**config.mk**
```make
export PLATFORM = sky130hd
export DESIGN_NAME = free_list
export DESIGN_NICKNAME = d
export VERILOG_FILES = /design/src/rtl/free_list.sv
export SDC_FILE = /design/constraint.sdc
export NUM_CORES = 1
export LEC_CHECK = 0
export ABC_CLOCK_PERIOD_IN_PS = 8600
export BUFFER_PORTS_ARGS = -buffer_cell sky130_fd_sc_hd__buf_4
export CORE_MARGIN = 2
export CORE_UTILIZATION = 53
export DETAILED_ROUTE_END_ITERATION = 6
export GPL_TIMING_DRIVEN = 0
export HOLD_SLACK_MARGIN = 0.05
export PLACE_DENSITY = 0.79
export SYNTH_ARGS = -nofsm -noshare
export SYNTH_HDL_FRONTEND = slang
export SYNTH_SLANG_ARGS = --single-unit
```
**constraint.sdc**
```tcl
create_clock -name clk -period 8.6 [get_ports clk]
set_clock_uncertainty 0.05 [all_clocks]
set_input_delay 0.86 -clock clk [delete_from_list [all_inputs] [get_ports clk]]
set_output_delay 0.86 -clock clk [all_outputs]
set_load 0.02 [all_outputs]
```
**src/rtl/free_list.sv**
```systemverilog
// Circular free list of physical register indices for rename.
// Flush rolls the allocation head back to the committed point.
module free_list #(
  parameter int unsigned NUM_PR = 64,
  parameter int unsigned NUM_AR = 32
) (
  input  logic                              clk,
  input  logic                              rst,
  input  logic                              alloc_req,
  output logic                              alloc_valid,
  output logic [$clog2(NUM_PR)-1:0]         alloc_pd,
  input  logic                              free_we,
  input  logic [$clog2(NUM_PR)-1:0]         free_pd,
  input  logic                              flush,
  output logic [$clog2(NUM_PR-NUM_AR):0]    free_count
);

  localparam int unsigned PR_WIDTH = $clog2(NUM_PR);
  localparam int unsigned DEPTH    = NUM_PR - NUM_AR;
  localparam int unsigned IDX_W    = $clog2(DEPTH);
  localparam int unsigned PTR_W    = IDX_W + 1;

  logic [PR_WIDTH-1:0] mem [DEPTH];
  logic [PTR_W-1:0]    head;
  logic [PTR_W-1:0]    tail;
  logic [PTR_W-1:0]    arch_head;

  logic [PTR_W-1:0]    count;
  logic                empty;
  logic                full;
  logic                do_alloc;
  logic                do_free;

  always_comb begin
    count    = tail - head;
    empty    = (tail == head);
    full     = (tail[IDX_W-1:0] == head[IDX_W-1:0]) && (tail[IDX_W] != head[IDX_W]);
    do_alloc = alloc_req && !empty && !flush;
    do_free  = free_we && !full;
  end

  assign alloc_valid = !empty;
  assign alloc_pd    = mem[head[IDX_W-1:0]];
  assign free_count  = count;

  // tail - arch_head stays at DEPTH, so reloading head from arch_head refills the queue
  always_ff @(posedge clk) begin
    if (rst) begin
      for (int i = 0; i < int'(DEPTH); i++) begin
        mem[i] <= PR_WIDTH'(int'(NUM_AR) + i);
      end
      head      <= '0;
      arch_head <= '0;
      tail      <= {1'b1, IDX_W'(0)};
    end else begin
      if (do_free) begin
        mem[tail[IDX_W-1:0]] <= free_pd;
        tail                 <= tail + PTR_W'(1);
        arch_head            <= arch_head + PTR_W'(1);
      end
      if (flush) begin
        head <= arch_head + PTR_W'(do_free);
      end else if (do_alloc) begin
        head <= head + PTR_W'(1);
      end
    end
  end

  // Returning a pd into a full queue means commit and rename disagree.
  free_when_full_a: assert property (@(posedge clk) disable iff (rst) free_we |-> !full);

endmodule
```
### Word-level counts from Yosys, hierarchy flattened

Memories as Yosys holds them, arrays and structs flattened. A register that Yosys moved wholly into a read port is not among the register bits.
Cells that the tools add are included.

* bits in registers: 18
* bits in writable memories: 192
* output and inout bits: 13
* logic and storage cells: 33
* memories kept: 1

Memories
* mem: words 32, width 6, rd ports 1, clocked after memory_dff 1, wr ports 32, line 23 `logic [PR_WIDTH-1:0] mem [DEPTH];`

* add/sub/neg operators: 5
* equality and inequality tests: 3
* multiplexer cells: 12
* reductions and logical operators: 9

Operators by type and width (count)
* $add 6x1->6 const B: 3
* $mux 6: 3
* $mux 5: 3
* $add 6x1->6: 1
* $eq 6x6->1: 1
* $mux 1: 6
* $reduce_or 6->1: 1
* $sub 6x6->6: 1
* $eq 5x5->1: 1
* $logic_and 1x1->1: 4
* $logic_not 1->1: 3
* $reduce_bool 2->1: 1
* $ne 1x1->1: 1

### Depth between registers and ports, before layout

Gate-level depths: netlist of the first run.

* depth in word-level cells: 9
* gate-level depth with buffers: 13
* mapped depth without buffers: 11

### Worst setup path before layout of the first run

No wires, ideal clock.

* kind: reg-to-output
* start: register (tool-made name)
* end: output port alloc_pd[4]
* arrival: 1907 ps
* data required time: 7690 ps
* setup slack: 5783 ps
* stages on the path, launching flop included: 6
* cell sequence: dfxtp_1 buf_2 buf_1 mux4_2 o22ai_1 nor4_1

RTL lines
* end: declaration: line 11 `output logic [$clog2(NUM_PR)-1:0] alloc_pd,`

==> results of run 1 <==
==> metal layers <==
metal	wire, um	track usage	part of all wire	up-vias
met5	0	0	0	-
met1	9960	0.354	0.36	3463
met2	13200	0.456	0.48	451
met3	3130	0.0586	0.11	96
li1	-	-	-	3008
met4	1250	0.113	0.045	0
==> tightest hold or removal path, delay by kind of cell, from the launching register on <==
kind	cells	cell delay, ns
AOI/OAI and AO/OA	2	0.15
DFF	1	0.32
==> final timing paths <==
check,startpoint,endpoint,slack (ns)
worst max-delay path,flip-flop,alloc_pd[3],4.62
worst min register to register,arch_head[5]$_SDFFE_PP0N_,arch_head[5]$_SDFFE_PP0N_,0.47
worst min-delay path,arch_head[5]$_SDFFE_PP0N_,arch_head[5]$_SDFFE_PP0N_,0.47
worst max register to register,head[2]$_SDFFE_PP0N_,flip-flop,5.21
==> state kept, by name, indices dropped and copies added (netlist names), named ones only <==
name       flops
arch_head      6
head           6
mem          192
tail           6
==> cells by family (layout without fill, tap and decap cells) <==
logic type                 count (synthesis)  count (layout)  synth area share
and+or+nand+nor                          328             328             0.185
AOI/OAI and AO/OA                         62              62            0.0485
xor gates and xnor gates                  14              14            0.0136
adders and majority gates                 14              14            0.0175
buffers and inverters                     82             148            0.0325
DFF                                      215             215             0.597
muxes                                     50              50             0.106
==> area by class of cell <==
class / count / area (um^2) / area share
buffer: 68 / 287 / 0.0246
inverter: 14 / 52.6 / 0.00450
sequential: 215 / 6230 / 0.534
clock buffer: 35 / 683 / 0.0585
multi-input combinational: 468 / 3860 / 0.330
tap: 265 / 332 / 0.0284
timing repair buffer: 22 / 165 / 0.0142
clock inverter: 9 / 67.6 / 0.00579
==> report_power, final <==
part	total [uW]	switching [uW]	leakage [uW]	internal [uW]
combinational	322	204	0.00127	118
sequential	1180	19.6	0.00178	1160
clock	979	400	0.000364	579
total	2480	624	0.00341	1860
==> through the flow <==
step                      total power, uW  instance area [um^2]  utilization
final                                2480                 11700        0.602
after global routing                 2540                 11700        0.602
after CTS                            2480                 11700        0.602
after detailed placement             1520                 10900        0.563
after global placement               1510                 10900        0.563
after floorplan                      1400                 10400            -
==> layout by cell type (no fill, tap or decap), types with 11 or more instances in the layout <==
master	instances
clkbuf_16	25
and2_1	80
clkbuf_1	61
inv_1	13
buf_4	26
mux4_2	48
ha_1	13
or3_1	119
nor2_1	46
o22ai_1	24
or2_2	11
or2_1	21
edfxtp_1	192
dfxtp_1	23
==> results.sh, run 1 <==
export IMPL_post_drt_via_cell_ratio=6.40
export IMPL_track_usage=0.275
export IMPL_grt_overflow_total=0
export IMPL_rows=51
export IMPL_drt_initial_drc_count=699
export IMPL_critical_path_cell_count=6
export IMPL_synth_ff_latch_count=215
export IMPL_place_gp_congestion=0.989
export IMPL_synth_top_area_share=0.553
export IMPL_netlist_top_cells_area="edfxtp_1, mux4_2, or3_1, and2_1, dfxtp_1"
export IMPL_synth_top_area_cell="edfxtp_1"
export IMPL_placement_setup_slack_ns=5.22
export IMPL_postSynthAreaPerCell_um2=13.6
export IMPL_initial_cell_density_of_the_core=0.537
export IMPL_syn_cell_area_um2=10400
export IMPL_crit_path_cell_trace="buf_2 > buf_1 > mux4_2 > o22ai_1 > nor4_1 > buf_4"
export IMPL_max_slew_margin=0.418
export IMPL_worst_pin_slew_ns=0.871
export IMPL_maxCapViolations=0
export IMPL_synth_async_reset_ratio=0
export IMPL_via_count_of_the_first_global_routing_pass=7076
export IMPL_worstSetupStartpointType="flip-flop"
export IMPL_dp_cells=1052
export IMPL_clock_fmax_mhz=251
export IMPL_netlist_cell_type_count=53
export IMPL_net_count_after_synthesis=790
export IMPL_critical_path_n_buffers_inverters=3
export IMPL_failing_checks="design-rule violations"
export IMPL_finalSetupViolCount=0
export IMPL_wire_length_of_the_first_global_routing_pass_um=41600
export IMPL_htree_levels=1
export IMPL_min_path_type="reg -> reg"
export IMPL_worst_path_largest_cell_delay_ns=0.63
export IMPL_postLayoutSetupSlackWorst_ns=4.62
export IMPL_required_ns=7.69
export IMPL_power_per_cell_area_nw_per_um2=213
export IMPL_drc_viols=1
export IMPL_io_pins=24
export IMPL_core_area_um2=19400
export IMPL_final_max_slew_viols=0
export IMPL_diodes=0
export IMPL_reg2regPathDepth=12
export IMPL_synth_seq_area_share=0.597
export IMPL_ir_worst_vdd_v=0.000130
export IMPL_hold_path_depth=2
export IMPL_cts_root_to_sink_buffers=3
export IMPL_synth_edf_count=192
export IMPL_final_hold_violation_count=0
export IMPL_timing_critical_path_arrival_ns=3.07
export IMPL_post_route_min_period_ns=3.98
export IMPL_number_of_synthesis_warnings=0
export IMPL_initial_antenna_violation_count=0
export IMPL_post_synth_most_frequent_cells="edfxtp_1, or3_1, and2_1, clkbuf_1, mux4_2"
export IMPL_grt_start_max_net_pins=14
export IMPL_drive_above_1_share=0.166
export IMPL_ys_dominant_reg_cell="edfxtp_1"
export IMPL_rsz0062_at_grt="false"
export IMPL_synthCells=765
export IMPL_path_max_fanout=10
export IMPL_cts_buffers_inserted=24
export IMPL_fillCellCount=1538
export IMPL_class_of_the_most_critical_setup_path="reg -> out"
export IMPL_non_filler_instances=1096
export IMPL_worst_skew_pair_late_latency_ns=0.50
export IMPL_nNetsFinal=838
export IMPL_fin_worst_hold_slack_ns=0.472
export IMPL_fin_crit_sh=0.462
export IMPL_setup_tns_ns=0
export IMPL_cpLargestDelayFamily="buffers and inverters"
export IMPL_route_antenna_remaining_nets=0
export IMPL_cts_setup_buffers=0
export IMPL_critical_path_slowest_cell="buf_1"
export IMPL_status="complete, but fails checks"
export IMPL_power_static_leakage_uw=0.00341
export IMPL_die_height_um=144
export IMPL_cts_hold_fix_buffers=0
export IMPL_die_area_um2=20800
export IMPL_drt_wirelength_per_cell_um=25.2
export IMPL_vias=7018
export IMPL_cts_root_buffer_cell="clkbuf_16"
export IMPL_die_x_um=144
export IMPL_io_buffer_count=22
export IMPL_cts_resized=0
export IMPL_detail_route_wirelength_um=27600
export IMPL_first_pass_iters=7
export IMPL_reg_clk_slew_reported_paths_ns=0.06
export IMPL_area_growth_syn_to_layout_pct=12.0
export IMPL_place_detailed_hpwl_um=19100
export IMPL_tritoncts="yes"
export IMPL_clock_sinks=215
export IMPL_synth_most_common_cell="edfxtp_1"
export IMPL_critPathCaptureType="primary output"
Power figures use the tool's default switching activity.
==> run 2: changes to the inputs <==
--- a/config.mk
+++ b/config.mk
@@ -5,14 +5,14 @@
 export SDC_FILE = /design/constraint.sdc
 export NUM_CORES = 1
 export LEC_CHECK = 0
-export ABC_CLOCK_PERIOD_IN_PS = 8600
+export ABC_CLOCK_PERIOD_IN_PS = 3350
 export BUFFER_PORTS_ARGS = -buffer_cell sky130_fd_sc_hd__buf_4
 export CORE_MARGIN = 2
 export CORE_UTILIZATION = 53
 export DETAILED_ROUTE_END_ITERATION = 6
 export GPL_TIMING_DRIVEN = 0
 export HOLD_SLACK_MARGIN = 0.05
-export PLACE_DENSITY = 0.79
+export PLACE_DENSITY = 0.82
 export SYNTH_ARGS = -nofsm -noshare
 export SYNTH_HDL_FRONTEND = slang
 export SYNTH_SLANG_ARGS = --single-unit
==> constraint.sdc (replaced) <==
create_clock -name clk -period 3.35 [get_ports clk]
set_clock_uncertainty 0.05 [all_clocks]
set_input_delay 0.335 -clock clk [delete_from_list [all_inputs] [get_ports clk]]
set_output_delay 0.335 -clock clk [all_outputs]
set_load 0.02 [all_outputs]
==> run 2 against run 1 <==
  * Critical path type unchanged
  * Register-to-register slack worse by 5.0 ns
  * Largest cell class unchanged
  * Via count shrank 0.95%
  * Routed wire length shrank 1.5%
  * The flow now finishes without violations
==> results.sh, run 2 (synthesis results as in run 1) <==
export IMPL_status="finished clean"
export IMPL_reg_clk_slew_reported_paths_ns=0.07
export IMPL_io_pins=24
export IMPL_place_detailed_hpwl_um=18900
export IMPL_ir_worst_vdd_v=0.000364
export IMPL_tritoncts="yes"
export IMPL_max_slew_margin=0.386
export IMPL_first_pass_iters=5
export IMPL_area_growth_syn_to_layout_pct=11.8
export IMPL_initial_cell_density_of_the_core=0.537
export IMPL_layout_cells_most_common="edfxtp_1"
export IMPL_rows=51
export IMPL_htree_levels=1
export IMPL_cts_buffers_inserted=23
export IMPL_drt_wirelength_per_cell_um=24.9
export IMPL_drive_above_1_share=0.170
export IMPL_final_hold_violation_count=0
export IMPL_rsz0062_at_grt="false"
export IMPL_registers_top_by_ff_count="mem"
export IMPL_place_gp_congestion=0.922
export IMPL_dp_cells=1052
export IMPL_cts_root_to_sink_buffers=3
export IMPL_required_ns=2.96
export IMPL_non_filler_instances=1092
export IMPL_grt_start_max_net_pins=15
export IMPL_wire_length_of_the_first_global_routing_pass_um=41000
export IMPL_fin_crit_sh=0.951
export IMPL_hold_path_depth=2
export IMPL_vias=6951
export IMPL_nNetsFinal=837
export IMPL_critPathCaptureType="primary output"
export IMPL_power_static_leakage_uw=0.00340
export IMPL_clock_sinks=215
export IMPL_largest_register_ff_count=192
export IMPL_die_area_um2=20800
export IMPL_io_buffer_count=22
export IMPL_route_antenna_remaining_nets=0
export IMPL_reg2reg_setup_slack_ns=0.22
export IMPL_setup_tns_ns=0
export IMPL_regToRegStartpoint="head[2]$_SDFFE_PP0N_"
export IMPL_drt_initial_drc_count=821
export IMPL_min_path_type="in -> reg"
export IMPL_path_max_fanout=10
export IMPL_worst_hold_path_endpoint="mem[28][4]$_SDFFCE_PN1P_"
export IMPL_clock_fmax_mhz=314
export IMPL_power_after_layout_uw=6270
export IMPL_initial_antenna_violation_count=0
export IMPL_worstSetupStartpointType="flip-flop"
export IMPL_drc_viols=0
export IMPL_track_usage=0.270
export IMPL_cts_root_buffer_cell="clkbuf_16"
export IMPL_grt_overflow_total=0
export IMPL_core_area_um2=19400
export IMPL_die_height_um=144
export IMPL_worst_skew_pair_late_latency_ns=0.51
export IMPL_finalSetupViolCount=0
export IMPL_diodes=0
export IMPL_class_of_the_most_critical_setup_path="reg -> out"
export IMPL_worst_pin_slew_ns=0.909
export IMPL_reg2regPathDepth=10
export IMPL_worstHoldStart="free_pd[4]"
export IMPL_final_cell_mix="edfxtp_1, or3_1, and2_1"
export IMPL_via_count_of_the_first_global_routing_pass=7048
export IMPL_post_drt_via_cell_ratio=6.37
export IMPL_maxCapViolations=0
export IMPL_power_per_cell_area_nw_per_um2=538
export IMPL_timing_critical_path_arrival_ns=2.80
export IMPL_detail_route_wirelength_um=27200
export IMPL_final_max_slew_viols=0
export IMPL_die_x_um=144
export IMPL_post_route_min_period_ns=3.19
-- run 2: changes by cell type in the layout (fill, tap and decap cells not counted), sizes merged --
cell	before	now
buf	37	35
bufinv	1	0
clkbuf	88	85
dlygate4sd3	0	1
inv	14	15
-- run 2: critical path: stages (launching register included) --
cell and delay [ns]:
dfxtp_1 0.40, clkbuf_4 0.31, clkbuf_4 0.33, mux4_2 0.55, o22ai_1 0.37, nor4_1 0.15, buf_4 0.19
-- run 2: through the flow --
stage | area [um^2] | setup WS, ns | hold WS, ns | utilization
finish | 11600 | 0.163 | 0.0882 | 0.600
global route | 11600 | 0.0149 | 0.101 | 0.600
CTS | 11600 | 0.0239 | 0.0849 | 0.600
detailed placement | 10900 | 0.0403 | 0.443 | 0.563
global placement | 10900 | 0.143 | 0.421 | 0.563
floorplan | 10400 | 0.574 | 0.389 | -
-- run 2: worst max path at each step --
stage | endpoint | slack [ns] | cells after the start
floorplan | flip-flop | 0.57 | 11
global placement | flip-flop | 0.14 | 11
detailed placement | flip-flop | 0.04 | 11
CTS | alloc_pd[5] | 0.02 | 6
global route | head[1]$_SDFFE_PP0N_ | 0.01 | 10
finish | alloc_pd[1] | 0.16 | 6
-- run 2: layout make-up --
cell class	instances	area, um^2
fillers	1490	7750
clock inverters	9	51.3
clock buffers	31	646
multi-input cells	468	3870
plain buffers	67	290
inverters	14	52.6
flip-flops and latches	215	6230
well taps	265	332
repair buffers	23	175
-- run 2: layer usage --
layer | up-vias | global-route usage | share of wire
li1 | 2998 | - | -
met1 | 3408 | 0.344 | 0.36
met2 | 461 | 0.452 | 0.48
met3 | 84 | 0.0623 | 0.12
met4 | 0 | 0.104 | 0.043
met5 | - | 0 | 0
-- run 2: repair_timing --
item | 4_1_cts | 5_1_grt
hold buffers | 1 | 0
cloned | 0 | 0
hold endpoints to repair | 1 | 0
endpoints found under the setup margin | 4 | 10
setup buffers | 0 | 0
resized for setup | 2 | 5
-- run 2: power breakdown --
| part | leakage, uW | total, uW | internal (uW) | switching [uW] |
|---|---|---|---|---|
| sequential | 0.00178 | 3030 | 2980 | 53.7 |
| combinational | 0.00128 | 838 | 310 | 528 |
| clock | 0.000342 | 2400 | 1350 | 1050 |
==> run 3: changes to the inputs <==
--- a/config.mk
+++ b/config.mk
@@ -7,12 +7,13 @@
 export LEC_CHECK = 0
 export ABC_CLOCK_PERIOD_IN_PS = 3350
 export BUFFER_PORTS_ARGS = -buffer_cell sky130_fd_sc_hd__buf_4
-export CORE_MARGIN = 2
+export CORE_MARGIN = 3
 export CORE_UTILIZATION = 53
 export DETAILED_ROUTE_END_ITERATION = 6
 export GPL_TIMING_DRIVEN = 0
 export HOLD_SLACK_MARGIN = 0.05
 export PLACE_DENSITY = 0.82
+export RECOVER_POWER = 25
 export SYNTH_ARGS = -nofsm -noshare
 export SYNTH_HDL_FRONTEND = slang
 export SYNTH_SLANG_ARGS = --single-unit
==> run 3 against run 2 <==
  * Clock power grew 3%
  * First-iteration DRC count shrank 3.0%
  * Maximum frequency fell by 2.3%
  * Core utilization increased by 1.1 points
  * Global-route usage fell by 1.7 points
  * Critical path depth increased by 1
  * Register-to-register slack got worse by 0.13 ns
  * Critical endpoint is now mem[21][3]$_SDFFCE_PN0P_
  * Largest cell class unchanged
==> results.sh, run 3 (synthesis results as in run 1) <==
export IMPL_status="finished clean"
export IMPL_wire_length_of_the_first_global_routing_pass_um=41200
export IMPL_power_static_leakage_uw=0.00336
export IMPL_rows=50
export IMPL_clock_fmax_mhz=307
export IMPL_seq_area_um2=6230
export IMPL_grt_overflow_total=0
export IMPL_sequentialPowerShare=0.480
export IMPL_layout_cells_most_common="edfxtp_1"
export IMPL_initial_cell_density_of_the_core=0.548
export IMPL_comb_power_share=0.130
export IMPL_cts_root_buffer_cell="clkbuf_16"
export IMPL_diodes=0
export IMPL_cpLargestDelayFamily="buffers and inverters"
export IMPL_htree_levels=1
export IMPL_final_hold_violation_count=0
export IMPL_cts_root_to_sink_buffers=3
export IMPL_regToRegEndpoint="mem[21][3]$_SDFFCE_PN0P_"
export IMPL_timing_critical_path_arrival_ns=3.47
export IMPL_place_gp_congestion=0.989
export IMPL_fin_worst_hold_slack_ns=0.0709
export IMPL_fin_crit_sh=0.974
export IMPL_final_cell_mix="edfxtp_1, or3_1, clkbuf_1"
export IMPL_critPathCaptureType="flip-flop"
export IMPL_track_usage=0.253
export IMPL_drc_viols=0
export IMPL_regToRegStartpoint="head[2]$_SDFFE_PP0N_"
export IMPL_io_buffer_count=22
export IMPL_die_height_um=146
export IMPL_non_filler_instances=1086
export IMPL_clock_sinks=215
export IMPL_finalSetupViolCount=0
export IMPL_fillCellCount=1446
export IMPL_ir_worst_vdd_v=0.000435
export IMPL_dp_cells=1047
export IMPL_path_max_fanout=10
export IMPL_switching_power_uw=1640
export IMPL_netSwitchingFraction=0.259
export IMPL_setup_tns_ns=0
export IMPL_detail_route_wirelength_um=26900
export IMPL_place_detailed_hpwl_um=19000
export IMPL_rsz0062_at_grt="false"
export IMPL_cts_buffers_inserted=23
export IMPL_drt_initial_drc_count=796
export IMPL_reg_clk_slew_reported_paths_ns=0.06
export IMPL_worst_pin_slew_ns=0.971
export IMPL_drt_wirelength_per_cell_um=24.8
export IMPL_hold_path_depth=2
export IMPL_post_route_min_period_ns=3.26
export IMPL_reg2reg_setup_slack_ns=0.09
export IMPL_worst_skew_pair_late_latency_ns=0.52
export IMPL_worst_path_largest_cell_delay_ns=0.69
export IMPL_grt_start_max_net_pins=15
export IMPL_nNetsFinal=837
export IMPL_power_report_internal_total_uw=4680
export IMPL_clkPwrFrac=0.390
export IMPL_power_per_cell_area_nw_per_um2=543
export IMPL_min_path_type="in -> reg"
export IMPL_io_pins=24
export IMPL_power_after_layout_uw=6310
export IMPL_final_core_util=0.611
export IMPL_final_max_slew_viols=0
export IMPL_first_pass_iters=5
export IMPL_class_of_the_most_critical_setup_path="reg -> reg"
export IMPL_initial_antenna_violation_count=0
export IMPL_required_ns=3.55
export IMPL_via_count_of_the_first_global_routing_pass=6985
export IMPL_drive_above_1_share=0.159
export IMPL_largest_register_ff_count=192
export IMPL_worst_hold_path_endpoint="mem[28][4]$_SDFFCE_PN1P_"
export IMPL_core_area_um2=19000
export IMPL_die_area_um2=21400
export IMPL_reg2regPathDepth=7
export IMPL_vias=6906
export IMPL_maxCapViolations=0
export IMPL_post_drt_via_cell_ratio=6.36
export IMPL_critical_path_n_buffers_inverters=3
export IMPL_area_growth_syn_to_layout_pct=11.5
export IMPL_combined_area_of_the_multi_input_logic_cells_um2=3860
export IMPL_die_x_um=146
export IMPL_registers_top_by_ff_count="mem"
export IMPL_critical_path_slowest_cell="o311ai_4"
export IMPL_worstHoldStart="free_pd[4]"
export IMPL_route_antenna_remaining_nets=0
export IMPL_crit_path_cell_trace="inv_1 > ha_1 > inv_2 > o311ai_4 > clkbuf_1 > nor2_1 > or2_1"
export IMPL_worstSetupStartpointType="flip-flop"
export IMPL_max_slew_margin=0.351
export IMPL_tritoncts="yes"
==> run 3: final cells by class <==
cell class | instances | share of cell area
plain buffers | 67 | 0.0242
clock buffers | 31 | 0.0539
clock inverters | 8 | 0.00743
inverters | 14 | 0.00452
multi-input cells | 468 | 0.332
flip-flops and latches | 215 | 0.536
well taps | 260 | 0.0280
repair buffers | 23 | 0.0138
==> run 3: power groups by stage <==
stage                     combinational [uW]  sequential (uW)  clock [uW]
after global placement                   799             3080           0
after floorplan                          537             3060           0
after CTS                                822             3030        2460
after detailed placement                 813             3090           0
final                                    819             3030        2460
after global routing                     874             3040        2570
==> run 3: worst max path at each step <==
stage	cells past startpoint	start	slack, ns	to
floorplan	11	head[2]$_SDFFE_PP0N_	0.57	flip-flop
global placement	12	head[2]$_SDFFE_PP0N_	0.06	flip-flop
detailed placement	12	head[2]$_SDFFE_PP0N_	0.009	flip-flop
CTS	12	head[2]$_SDFFE_PP0N_	0.05	flip-flop
global route	7	head[2]$_SDFFE_PP0N_	0.03	mem[21][5]$_SDFFCE_PN1P_
finish	7	head[2]$_SDFFE_PP0N_	0.09	mem[21][3]$_SDFFCE_PN0P_
==> run 3: stage by stage <==
step | setup WS (ns) | cell area [um^2]
global route | 0.0292 | 11600
finish | 0.0875 | 11600
floorplan | 0.574 | 10400
CTS | 0.0488 | 11600
global placement | 0.0635 | 10900
detailed placement | 0.00876 | 10900
==> run 3: metal layers <==
| metal | track usage | routed length [um] |
|---|---|---|
| met1 | 0.331 | 10100 |
| met2 | 0.411 | 12900 |
| met3 | 0.0574 | 2660 |
| met4 | 0.107 | 1340 |
| met5 | 0 | 0 |
==> run 3: what timing repair did <==
| action | 4_1_cts | 5_1_grt |
|---|---|---|
| endpoints found under the hold margin | 1 | 0 |
| setup buffers | 0 | 0 |
| endpoints found under the setup margin | 3 | 9 |
| resized for setup | 2 | 3 |
| hold buffers | 1 | 0 |
